==> src/rtl/fpu_div_pkg.sv <==
`default_nettype none
// ============================================================================
// Module      : fpu_div_pkg
// Description : Shared types and constants for the FDIV mantissa divider.
// Revision    : 1.0 - initial release
// ============================================================================
package fpu_div_pkg;

    localparam int DIV_FRACW = 24;
    localparam int DIV_EXTW  = 26;
    localparam int DIV_QW    = DIV_FRACW + DIV_EXTW;
    localparam int DIV_CNTW  = $clog2(DIV_QW);

    typedef enum logic [1:0] {
        IDLE = 2'd0,
        RUN  = 2'd1,
        DONE = 2'd2
    } div_state_t;

endpackage : fpu_div_pkg
`default_nettype wire

==> src/rtl/div_r2_step.sv <==
`default_nettype none
// ============================================================================
// Module      : div_r2_step
// Description : One combinational restoring-division iteration. Shifts the
//               next dividend bit into the partial remainder and subtracts
//               the divisor when it fits.
// Revision    : 1.0 - initial release
// ============================================================================
module div_r2_step
    import fpu_div_pkg::*;
#(
    parameter int FRACW = DIV_FRACW
) (
    input  logic [FRACW:0]   i_r,
    input  logic             i_bit,
    input  logic [FRACW-1:0] i_divisor,
    output logic [FRACW:0]   o_r_next,
    output logic             o_qbit
);

    logic [FRACW:0] w_t;
    logic [FRACW:0] w_dvs;
    logic [FRACW:0] w_diff;

    // The remainder is always below the divisor, so its top bit is dropped
    // when shifting and the trial value still fits in FRACW+1 bits.
    always_comb begin
        w_t      = {i_r[FRACW-1:0], i_bit};
        w_dvs    = {1'b0, i_divisor};
        w_diff   = w_t - w_dvs;
        o_qbit   = (w_t >= w_dvs);
        o_r_next = o_qbit ? w_diff : w_t;
    end

endmodule : div_r2_step
`default_nettype wire

==> src/rtl/div_r2_seq.sv <==
`default_nettype none
// ============================================================================
// Module      : div_r2_seq
// Description : Sequential radix-2 restoring mantissa divider. One quotient
//               bit per clock, start/busy/done handshake, sideband tag
//               carried alongside the result.
// Revision    : 1.0 - initial release
// ============================================================================
module div_r2_seq
    import fpu_div_pkg::*;
#(
    parameter int FRACW = DIV_FRACW,
    parameter int EXTW  = DIV_EXTW,
    parameter int TAGW  = 16
) (
    input  logic                   clk,
    input  logic                   reset,
    input  logic                   start,
    input  logic [FRACW-1:0]       fracta,
    input  logic [FRACW-1:0]       fractb,
    input  logic [TAGW-1:0]        tag_in,
    output logic                   busy,
    output logic                   done,
    output logic [FRACW+EXTW-1:0]  quo,
    output logic [FRACW-1:0]       rem,
    output logic                   rem_nz,
    output logic                   dbz,
    output logic [TAGW-1:0]        tag_out
);

    localparam int QW   = FRACW + EXTW;
    localparam int CNTW = $clog2(QW);
    localparam logic [CNTW-1:0] c_CNT_LOAD = CNTW'(QW - 1);

    div_state_t         r_state;
    logic [CNTW-1:0]    r_cnt;
    logic [QW-1:0]      r_dividend;
    logic [FRACW-1:0]   r_divisor;
    logic [FRACW:0]     r_rem;
    logic [QW-1:0]      r_quo;
    logic               r_busy;
    logic               r_done;
    logic               r_dbz;
    logic [TAGW-1:0]    r_tag;

    logic               w_accept;
    logic [FRACW:0]     w_r_next;
    logic               w_qbit;

    // A new operation may begin whenever no iteration is in flight.
    assign w_accept = start && (r_state != RUN);

    div_r2_step #(
        .FRACW      (FRACW)
    ) u_step (
        .i_r        (r_rem),
        .i_bit      (r_dividend[QW-1]),
        .i_divisor  (r_divisor),
        .o_r_next   (w_r_next),
        .o_qbit     (w_qbit)
    );

    // Control FSM, iteration datapath and result/tag registers.
    always_ff @(posedge clk) begin
        if (reset) begin
            r_state    <= IDLE;
            r_cnt      <= '0;
            r_dividend <= '0;
            r_divisor  <= '0;
            r_rem      <= '0;
            r_quo      <= '0;
            r_busy     <= 1'b0;
            r_done     <= 1'b0;
            r_dbz      <= 1'b0;
            r_tag      <= '0;
        end else begin
            r_done <= 1'b0;
            if (w_accept) begin
                r_dividend <= {fracta, {EXTW{1'b0}}};
                r_divisor  <= fractb;
                r_tag      <= tag_in;
                r_cnt      <= c_CNT_LOAD;
                r_rem      <= '0;
                if (fractb == '0) begin
                    // Divide by zero resolves immediately with a saturated quotient.
                    r_state <= DONE;
                    r_quo   <= '1;
                    r_dbz   <= 1'b1;
                    r_busy  <= 1'b0;
                    r_done  <= 1'b1;
                end else begin
                    r_state <= RUN;
                    r_quo   <= '0;
                    r_dbz   <= 1'b0;
                    r_busy  <= 1'b1;
                end
            end else begin
                case (r_state)
                    RUN: begin
                        r_dividend <= r_dividend << 1;
                        r_rem      <= w_r_next;
                        r_quo      <= {r_quo[QW-2:0], w_qbit};
                        if (r_cnt == '0) begin
                            r_state <= DONE;
                            r_busy  <= 1'b0;
                            r_done  <= 1'b1;
                        end else begin
                            r_cnt <= r_cnt - CNTW'(1);
                        end
                    end
                    DONE:    r_state <= IDLE;
                    default: r_state <= IDLE;
                endcase
            end
        end
    end

    assign busy    = r_busy;
    assign done    = r_done;
    assign quo     = r_quo;
    assign rem     = r_rem[FRACW-1:0];
    assign rem_nz  = |r_rem[FRACW-1:0];
    assign dbz     = r_dbz;
    assign tag_out = r_tag;

endmodule : div_r2_seq
`default_nettype wire

==> config.mk <==
export PLATFORM = sky130hd
export DESIGN_NAME = div_r2_seq
export DESIGN_NICKNAME = d
export VERILOG_FILES = /design/src/rtl/fpu_div_pkg.sv /design/src/rtl/div_r2_step.sv /design/src/rtl/div_r2_seq.sv
export SDC_FILE = /design/constraint.sdc
export NUM_CORES = 1
export LEC_CHECK = 0
export ABC_AREA = 1
export BUFFER_PORTS_ARGS = -buffer_cell sky130_fd_sc_hd__buf_2
export CAP_MARGIN = 20
export CORE_ASPECT_RATIO = 2
export CORE_UTILIZATION = 23
export CTS_CLUSTER_DIAMETER = 60
export DETAILED_ROUTE_END_ITERATION = 10
export GPL_ROUTABILITY_DRIVEN = 0
export SKIP_CTS_REPAIR_TIMING = 1
export SKIP_LAST_GASP = 1
export SLEW_MARGIN = 0
export SYNTH_ARGS = -nofsm -noshare
export SYNTH_HDL_FRONTEND = slang
export SYNTH_SLANG_ARGS = --single-unit
==> constraint.sdc <==
create_clock -name clk -period 2.7 [get_ports clk]
set_clock_uncertainty 0.15 [all_clocks]
set_input_delay 0.135 -clock clk [delete_from_list [all_inputs] [get_ports clk]]
set_output_delay 0.135 -clock clk [all_outputs]
set_load 0.02 [all_outputs]
# Word-level counts from Yosys, hierarchy flattened

Index checks and enable logic that the tools add are counted.

Bitwise logic cells: 1
Magnitude comparators: 1
Equal/unequal tests: 4
Reductions and logical operators: 10
Multiplexer cells: 21
Add/subtract/negate cells: 2

Operators by type and width:

| cell                | count |
|---|---|
| $mux 50             | 5 |
| $ge 25x24->1        | 1 |
| $logic_not 24->1    | 1 |
| $mux 24             | 1 |
| $reduce_or 24->1    | 1 |
| $sub 24x24->24      | 1 |
| $mux 6              | 3 |
| $mux 1              | 8 |
| $mux 2              | 4 |
| $logic_not 6->1     | 1 |
| $reduce_and 2->1    | 3 |
| $sub 6x1->6 const B | 1 |
| $reduce_bool 2->1   | 2 |
| $ne 3x3->1 const B  | 1 |
| $eq 2x1->1 const B  | 1 |
| $ne 2x1->1 const B  | 1 |
| $ne 2x2->1 const B  | 1 |
| $reduce_or 2->1     | 1 |
| $logic_and 1x1->1   | 1 |
| $not 1->1           | 1 |

Bits of input ports: 67
Flip-flop bits (word level): 149
Logic and storage cells: 50
Output and inout port bits: 94

# Logic depth before layout (Yosys ltp)

Gate-level depths: netlist of run 1.

Depth in word-level cells: 4
Mapped depth: 15
Gate-level depth less buffers: 15

# Hierarchy

Synthesis of run 1 repeated with hierarchy kept, for this count alone.

Cells, all modules: 1335
Area, all modules: 8575.7 µm²

By module, submodules not included:

| module      | instances | cells each | area an instance (µm²) | sequential area each (µm²) |
|---|---|---|---|---|
| div_r2_seq  | 1         | 834        | 6185.9                 | 3002.9 |
| div_r2_step | 1         | 501        | 2389.8                 | 0.0 |

# Worst setup path after synthesis of run 1

No wires, ideal clock.

Path kind: flip-flop to flip-flop
Start point: register r_rem[19]
End point: register r_rem[21]
Stages on the path, launching flop included: 15
Data required time: 2419 ps
Path buffers: 1
Path slack: 600 ps
Data arrival time: 1819 ps
Period minus slack after synthesis: 2100 ps
Library setup time: 131 ps
Cell sequence: dfxtp_1 -> ha_1 -> nand2_1 -> inv_1 -> nand2_1 -> nand2_1 -> a21oi_2 -> nand2_2 -> nor2_4 -> buf_6 -> nand3_2 -> nand2_1 -> clkinv_1 -> nand2_1 -> a21oi_2

Cells in the longest elaborated chain, start to end: 2
Elaborated cells between the ends (all ways): 3
Those cells by class: add/sub (1); order compare (1); mux (1)

RTL lines:

| what                                           | line                                 | RTL |
|---|---|---|
| start, declared                                | div_r2_seq.sv:39                     | `logic [FRACW:0] r_rem;` |
| start signal, assigned                         | div_r2_seq.sv:101                    | `r_rem <= w_r_next;` |
| $sub 24x24->24 or $ge 25x24->1 (tied branches) | div_r2_step.sv:30, div_r2_step.sv:31 |  |
| $mux 24 (*)                                    | div_r2_step.sv:32                    | `o_r_next = o_qbit ? w_diff : w_t;` |

Every way passes the cells marked *; elsewhere a longest branch is shown, timed or not.
A chain may end at the register's enable or synchronous reset.

# Worst setup path after layout of run 1

Start point: register r_divisor[0]
End point: register r_rem[16]

Cells in the longest elaborated chain, start to end: 2
Elaborated cells between the ends (all ways): 3
Those cells by class: add/sub (1); order compare (1); mux (1)

RTL lines:

| what                                           | line                                 | RTL |
|---|---|---|
| start, declared                                | div_r2_seq.sv:38                     | `logic [FRACW-1:0] r_divisor;` |
| start signal, assigned                         | div_r2_seq.sv:80                     | `r_divisor <= fractb;` |
| $sub 24x24->24 or $ge 25x24->1 (tied branches) | div_r2_step.sv:30, div_r2_step.sv:31 |  |
| $mux 24 (*)                                    | div_r2_step.sv:32                    |  |

Marks and branches as above.

==> impl_metrics.py, run 1 <==
metrics = {
    "worst_hold_path": {
        "worstHoldPathCells": 5,
        "min_from": "reset",
        "hp-class": "input pin to flop",
        "whs_endpoint": "r_cnt[3]$_SDFFE_PP0P_",
    },
    "setup_path": {
        "cp-start-kind": "flop",
        "r2r_slack_ns": 0.26,
        "critPathRequiredTime_ns": 2.93,
        "critical_path.max_stage_delay_ns": 0.44,
        "critPathCaptureType": "flop",
        "crit_buf_inv": 1,
        "crit_slowest_cell": "fa_1",
        "crit_family": "simple AND/OR/NAND/NOR gates",
        "rr_endpoint": "r_rem[16]$_SDFFE_PP0P_",
        "rr_worst_depth": 14,
        "crit_type": "flop to flop",
        "arrival_ns": 2.66,
        "crit_chain": "ha_1 > inv_1 > fa_1 > nand3_1 > nand3_2 > nand3_1 > nand2_1 > nand2_1 > nand2_1 > nand2_1 > nand2_1 > nand2_1 > nand3_1 > a21oi_1",
        "crit_fanout": 4,
        "crit_top_cell": "nand2_1",
        "rr_startpoint": "r_divisor[0]$_SDFFE_PP0P_",
    },
    "outcome": {
        "outcome": "completed",
    },
    "cells_and_area": {
        "final_nets": 1462,
        "fin_util_pct": 30.8,
        "design_area_um2": 10400,
        "fin_cells": 1818,
        "syn_to_final_growth_pct": 32.0,
        "drive_gt1_share_pct": 17.7,
    },
    "floorplan": {
        "die_w_um": 133,
        "initial_core_util_pct": 23.4,
        "dieArea_um2": 35000,
        "die_height_um": 263,
        "io_pins": 161,
        "core_area_um2": 33600,
        "rows": 95,
    },
    "synthesis": {
        "ys_ff_latch": 149,
        "synth.top_cells.by_count": "344 x nand2_1, 170 x inv_1, 149 x dfxtp_1, 77 x nor2_1, 71 x a21oi_1",
        "ys_async_sr_fraction_pct": 0,
        "synth_area_um2": 7860,
        "avgSynthCellArea_um2": 6.74,
        "yosysTopAreaCell": "dfxtp_1",
        "yosysMostFrequentCell": "nand2_1",
        "synthTopCellsByArea": "dfxtp_1 38%, nand2_1 16%, inv_1 8.1%",
        "synthFlopType": "dfxtp_1",
        "synth_edf_count": 0,
        "synth_cell_type_count": 40,
        "ys_seq_area_share_pct": 38.0,
        "postSynthCellCount": 1165,
        "ys_warn_count": 0,
        "synth_fp_nets": 1259,
        "synth.top_cell.area_share_pct": 38.0,
    },
    "pwr": {
        "leakagePower_nw": 4.98,
        "p_sw_share_pct": 31.4,
        "clockPowerShare_pct": 41.1,
        "pwr-share-comb_pct": 20.7,
        "ir_drop_mv": 0.449,
        "internal_power_mw": 4.24,
        "switchingPower_mw": 1.94,
        "finalPower_mw": 6.18,
        "seqPwrFrac_pct": 38.2,
        "powerDensity_nw_per_um2": 596,
    },
    "timing": {
        "drv_slew": 0,
        "relSlewSlack_pct": 50.3,
        "tightest_slew_ns": 0.744,
        "fmax_ghz": 0.410,
        "whs_ns": 0.0104,
        "hold_viol": 0,
        "fin_crit_sh_pct": 90.3,
        "setup_ws_ns": 0.262,
        "grt_setup_unrepaired": "false",
        "setup-tns-final_ns": 0,
        "finalCriticalPeriod_ns": 2.44,
        "setup_violations": 0,
    },
    "detailed_routing": {
        "ant_nets": 0,
        "first_iter_violations": 383,
        "remaining_drc_errors": 0,
        "vias": 8328,
        "wirelength_mm": 27.5,
        "wl_per_cell_um": 15.1,
        "viasPerCell": 4.58,
        "firstDrtPassIters": 5,
    },
    "grt": {
        "grt_max_degree": 66,
        "grt_usage_pct": 15.7,
        "antenna_found_initial": 1,
        "grt_overflow": 0,
        "grt_pass1_wl_mm": 41.8,
        "grt_pass1_vias": 7996,
    },
    "clock_tree": {
        "cts_buffers": 17,
        "root_buffer": "clkbuf_16",
        "cts.htree.levels": 4,
        "clock_path_buffers": 2,
        "clk_pin_slew_worst_paths_ns": 0.07,
        "clk-insertion-delay-late_ns": 0.44,
        "clock-sinks": 149,
        "cts_tree": "built",
    },
    "flow_run": {
        "drv_cap": 0,
    },
    "placed_design": {
        "dpl.hpwl_mm": 20.3,
        "port_buffers": 160,
        "place_inst": 1722,
        "post-place-ws_ns": 0.213,
        "dpl_cell_area_um2": 9120,
    },
}
[layout make-up]
type                            instances  area (um^2)
Timing Repair Buffer                  242         1600
Fill cell                            3602        23300
Inverter                              175          657
Clock inverter                         14          191
Sequential cell                       149         2980
Antenna cell                            1         2.50
Clock buffer                           18          429
Tap cell                              436          546
Multi-Input combinational cell        783         3970
[power groups by stage]
stage                     clock network (mW)  logic, mW  registers [mW]
after floorplan                            0      0.775            2.45
after global placement                     0       1.18            2.41
after detailed placement                   0       1.19            2.41
after CTS                               2.61       1.20            2.36
after global routing                    2.69       1.41            2.38
final                                   2.54       1.28            2.36
[worst max-delay path by stage]
stage | cells past startpoint | to | slack (ns) | from
2_1_floorplan | 14 | r_rem[21]$_SDFFE_PP0P_ | 0.60 | r_rem[19]$_SDFFE_PP0P_
3_3_place_gp | 14 | r_rem[16]$_SDFFE_PP0P_ | 0.21 | r_divisor[0]$_SDFFE_PP0P_
3_5_place_dp | 14 | r_rem[16]$_SDFFE_PP0P_ | 0.21 | r_divisor[0]$_SDFFE_PP0P_
4_1_cts | 14 | r_rem[16]$_SDFFE_PP0P_ | 0.19 | r_divisor[0]$_SDFFE_PP0P_
5_1_grt | 14 | r_rem[16]$_SDFFE_PP0P_ | 0.06 | r_divisor[0]$_SDFFE_PP0P_
6_report | 14 | r_rem[16]$_SDFFE_PP0P_ | 0.26 | r_divisor[0]$_SDFFE_PP0P_
[routing by layer]
| layer | GRT usage, % | part of all wire (%) | up-vias |
|---|---|---|---|
| li1 | - | - | 4154 |
| met1 | 13.5 | 33 | 3818 |
| met2 | 30.4 | 55 | 251 |
| met3 | 3.56 | 4.2 | 105 |
| met4 | 12.2 | 7.3 | 0 |
| met5 | 0 | 0 | - |
[layout by cell type, fill, tap and decap left out, drive strengths merged, types with 22 or more instances in the layout]
master / instances
buf: 179
inv: 178
o221ai: 22
nand3: 68
dlygate4sd3: 63
nand2: 353
o21ai: 48
dfxtp: 149
ha: 26
nor2: 84
a31oi: 43
a21oi: 74
[tightest hold or removal path, delay by kind of cell]
family	cells	cell delay, ns
AO/OA/AOI/OAI	2	0.11
buffers and inverters	2	0.25
AND/OR/NAND/NOR	1	0.06
[kinds of logic after synthesis]
kind of cell    synth area share [%]
simple gates                    30.1
buf+inv                         11.8
compound gates                  14.7
flops                           38.0
fa+ha+maj                       4.39
xor+xnor                        1.00
[state kept, by name (all words and copies together), names as in the netlist]
register and cells:
busy 1, dbz 1, done 1, quo 50, r_cnt 6, r_dividend 24, r_divisor 24, r_rem 24
r_state 2, tag_out 16
No activity file was read; power rests on OpenSTA's default activity.
==> inputs of run 2 (changes only) <==
Clock period 2.7 ns to 3.1 ns, I/O delays scaled along.
==> impl_metrics.py, run 2 (synthesis results as in run 1) <==
metrics = {
    "timing": {
        "fin_crit_sh_pct": 85.5,
        "grt_setup_unrepaired": "false",
        "hold_viol": 0,
        "setup-tns-final_ns": 0,
        "fmax_ghz": 0.377,
        "drv_slew": 0,
        "setup_violations": 0,
        "setup_ws_ns": 0.449,
        "finalCriticalPeriod_ns": 2.65,
        "relSlewSlack_pct": 46.5,
        "tightest_slew_ns": 0.797,
    },
    "clock_tree": {
        "clk-insertion-delay-late_ns": 0.43,
        "clock-sinks": 149,
        "cts_buffers": 17,
        "clock_path_buffers": 2,
        "clk_pin_slew_worst_paths_ns": 0.07,
        "root_buffer": "clkbuf_16",
        "cts.htree.levels": 4,
        "cts_tree": "built",
    },
    "setup_path": {
        "crit_buf_inv": 1,
        "crit_type": "flop to flop",
        "crit_end": "r_rem[19]$_SDFFE_PP0P_",
        "critPathRequiredTime_ns": 3.26,
        "crit_top_cell": "nand2_1",
        "crit_chain": "ha_1 > nand2_1 > nor2_1 > nand2_1 > inv_1 > nand3_4 > nand2_4 > nand3_1 > nand2_1 > a21oi_1",
        "arrival_ns": 2.81,
        "rr_startpoint": "r_rem[16]$_SDFFE_PP0P_",
        "critical_path.max_stage_delay_ns": 0.47,
        "cp-start-kind": "flop",
        "crit_cells": 10,
        "critPathCaptureType": "flop",
        "crit_slowest_cell": "ha_1",
        "crit_family": "simple AND/OR/NAND/NOR gates",
        "crit_start": "r_rem[16]$_SDFFE_PP0P_",
        "r2r_slack_ns": 0.45,
        "rr_endpoint": "r_rem[19]$_SDFFE_PP0P_",
        "crit_fanout": 25,
        "rr_worst_depth": 10,
    },
    "floorplan": {
        "initial_core_util_pct": 23.4,
        "dieArea_um2": 35000,
        "io_pins": 161,
        "rows": 95,
        "die_w_um": 133,
        "die_height_um": 263,
        "core_area_um2": 33600,
    },
    "cells_and_area": {
        "fin_cells": 1814,
        "final_cell_mix": "344 x nand2_1, 168 x inv_1, 160 x buf_2, 149 x dfxtp_1, 75 x nor2_1",
        "layout_commonest_cell": "nand2_1",
        "syn_to_final_growth_pct": 31.1,
        "final_nets": 1459,
        "diodes": 0,
        "drive_gt1_share_pct": 17.4,
        "largest_register_ffs": 50,
    },
    "grt": {
        "busiest_layer": "met2",
        "use_met2_pct": 29.6,
        "antenna_found_initial": 0,
        "grt_overflow": 0,
        "grt_max_degree": 65,
        "met1_usage_pct": 14.2,
        "grtUsageMet3_pct": 3.33,
        "grt_usage_pct": 15.7,
        "grt_pass1_vias": 8116,
        "grt_pass1_wl_mm": 42.2,
    },
    "detailed_routing": {
        "viasPerCell": 4.64,
        "wirelength_mm": 27.9,
        "remaining_drc_errors": 0,
        "wl_per_cell_um": 15.4,
        "firstDrtPassIters": 4,
        "first_iter_violations": 404,
        "ant_nets": 0,
        "vias": 8412,
    },
    "placed_design": {
        "post-place-ws_ns": 0.489,
        "port_buffers": 160,
        "dpl.hpwl_mm": 20.4,
        "place_inst": 1719,
    },
    "pwr": {
        "powerDensity_nw_per_um2": 515,
        "ir_drop_mv": 0.295,
        "finalPower_mw": 5.31,
        "leakagePower_nw": 4.93,
    },
    "outcome": {
        "outcome": "completed",
    },
    "flow_run": {
        "drv_cap": 0,
    },
    "worst_hold_path": {
        "hp-class": "input pin to flop",
    },
}
-- run 2: cell count changes in the layout (fill, tap and decap cells not counted) --
cell        previous run  this run
inv_8                  3         0
inv_6                  4         5
nand3_1               62        63
buf_4                 17        16
clkbuf_8               0         2
diode_2                1         0
bufinv_16              3         2
buf_12                 2         0
nand3_2                5         4
clkinvlp_4             2         3
-- run 2: metal layers --
metal / share of wire, % / routed length, um / vias up
met5: 0 / 0 / -
met4: 8.1 / 2260 / 0
met3: 3.6 / 992 / 110
met2: 54 / 15000 / 247
met1: 35 / 9690 / 3907
li1: - / - / 4148
-- run 2: stage by stage --
stage | utilization [%] | hold WS (ns) | area, um^2
2_1_floorplan | - | 0.140 | 7860
3_3_place_gp | 27.0 | 0.228 | 9070
3_5_place_dp | 27.0 | 0.236 | 9070
4_1_cts | 28.7 | -0.229 | 9670
5_1_grt | 30.6 | 0.0254 | 10300
6_report | 30.6 | 0.00555 | 10300
-- run 2: worst min-delay path, delay by kind of cell --
family,cells,cell delay (ns)
AOI/OAI and AO/OA,2,0.11
buffers and inverters,2,0.23
and+or+nand+nor,1,0.04
-- run 2: area by class of cell --
type                    count  area, um^2
fillers                  3575       23300
multi-input cells         783        3960
flip-flops and latches    149        2980
repair buffers            239        1550
inverters                 175         657
well taps                 436         546
clock buffers              20         457
clock inverters            12         144
-- run 2: power by group --
| part | switching, mW | internal (mW) |
|---|---|---|
| sequential | 0.0453 | 2.01 |
| combinational | 0.736 | 0.378 |
| clock | 0.891 | 1.24 |
-- run 2: worst min path at each step --
stage	start	to	slack, ns	cells after the start
floorplan	fractb[0]	r_divisor[0]$_SDFFE_PP0P_	0.14	2
global placement	tag_in[4]	tag_out[4]$_SDFFE_PP0P_	0.23	3
detailed placement	tag_in[9]	tag_out[9]$_SDFFE_PP0P_	0.24	3
CTS	tag_in[12]	tag_out[12]$_SDFFE_PP0P_	-0.23	3
global route	reset	r_cnt[3]$_SDFFE_PP0P_	0.03	5
finish	reset	r_cnt[3]$_SDFFE_PP0P_	0.006	5
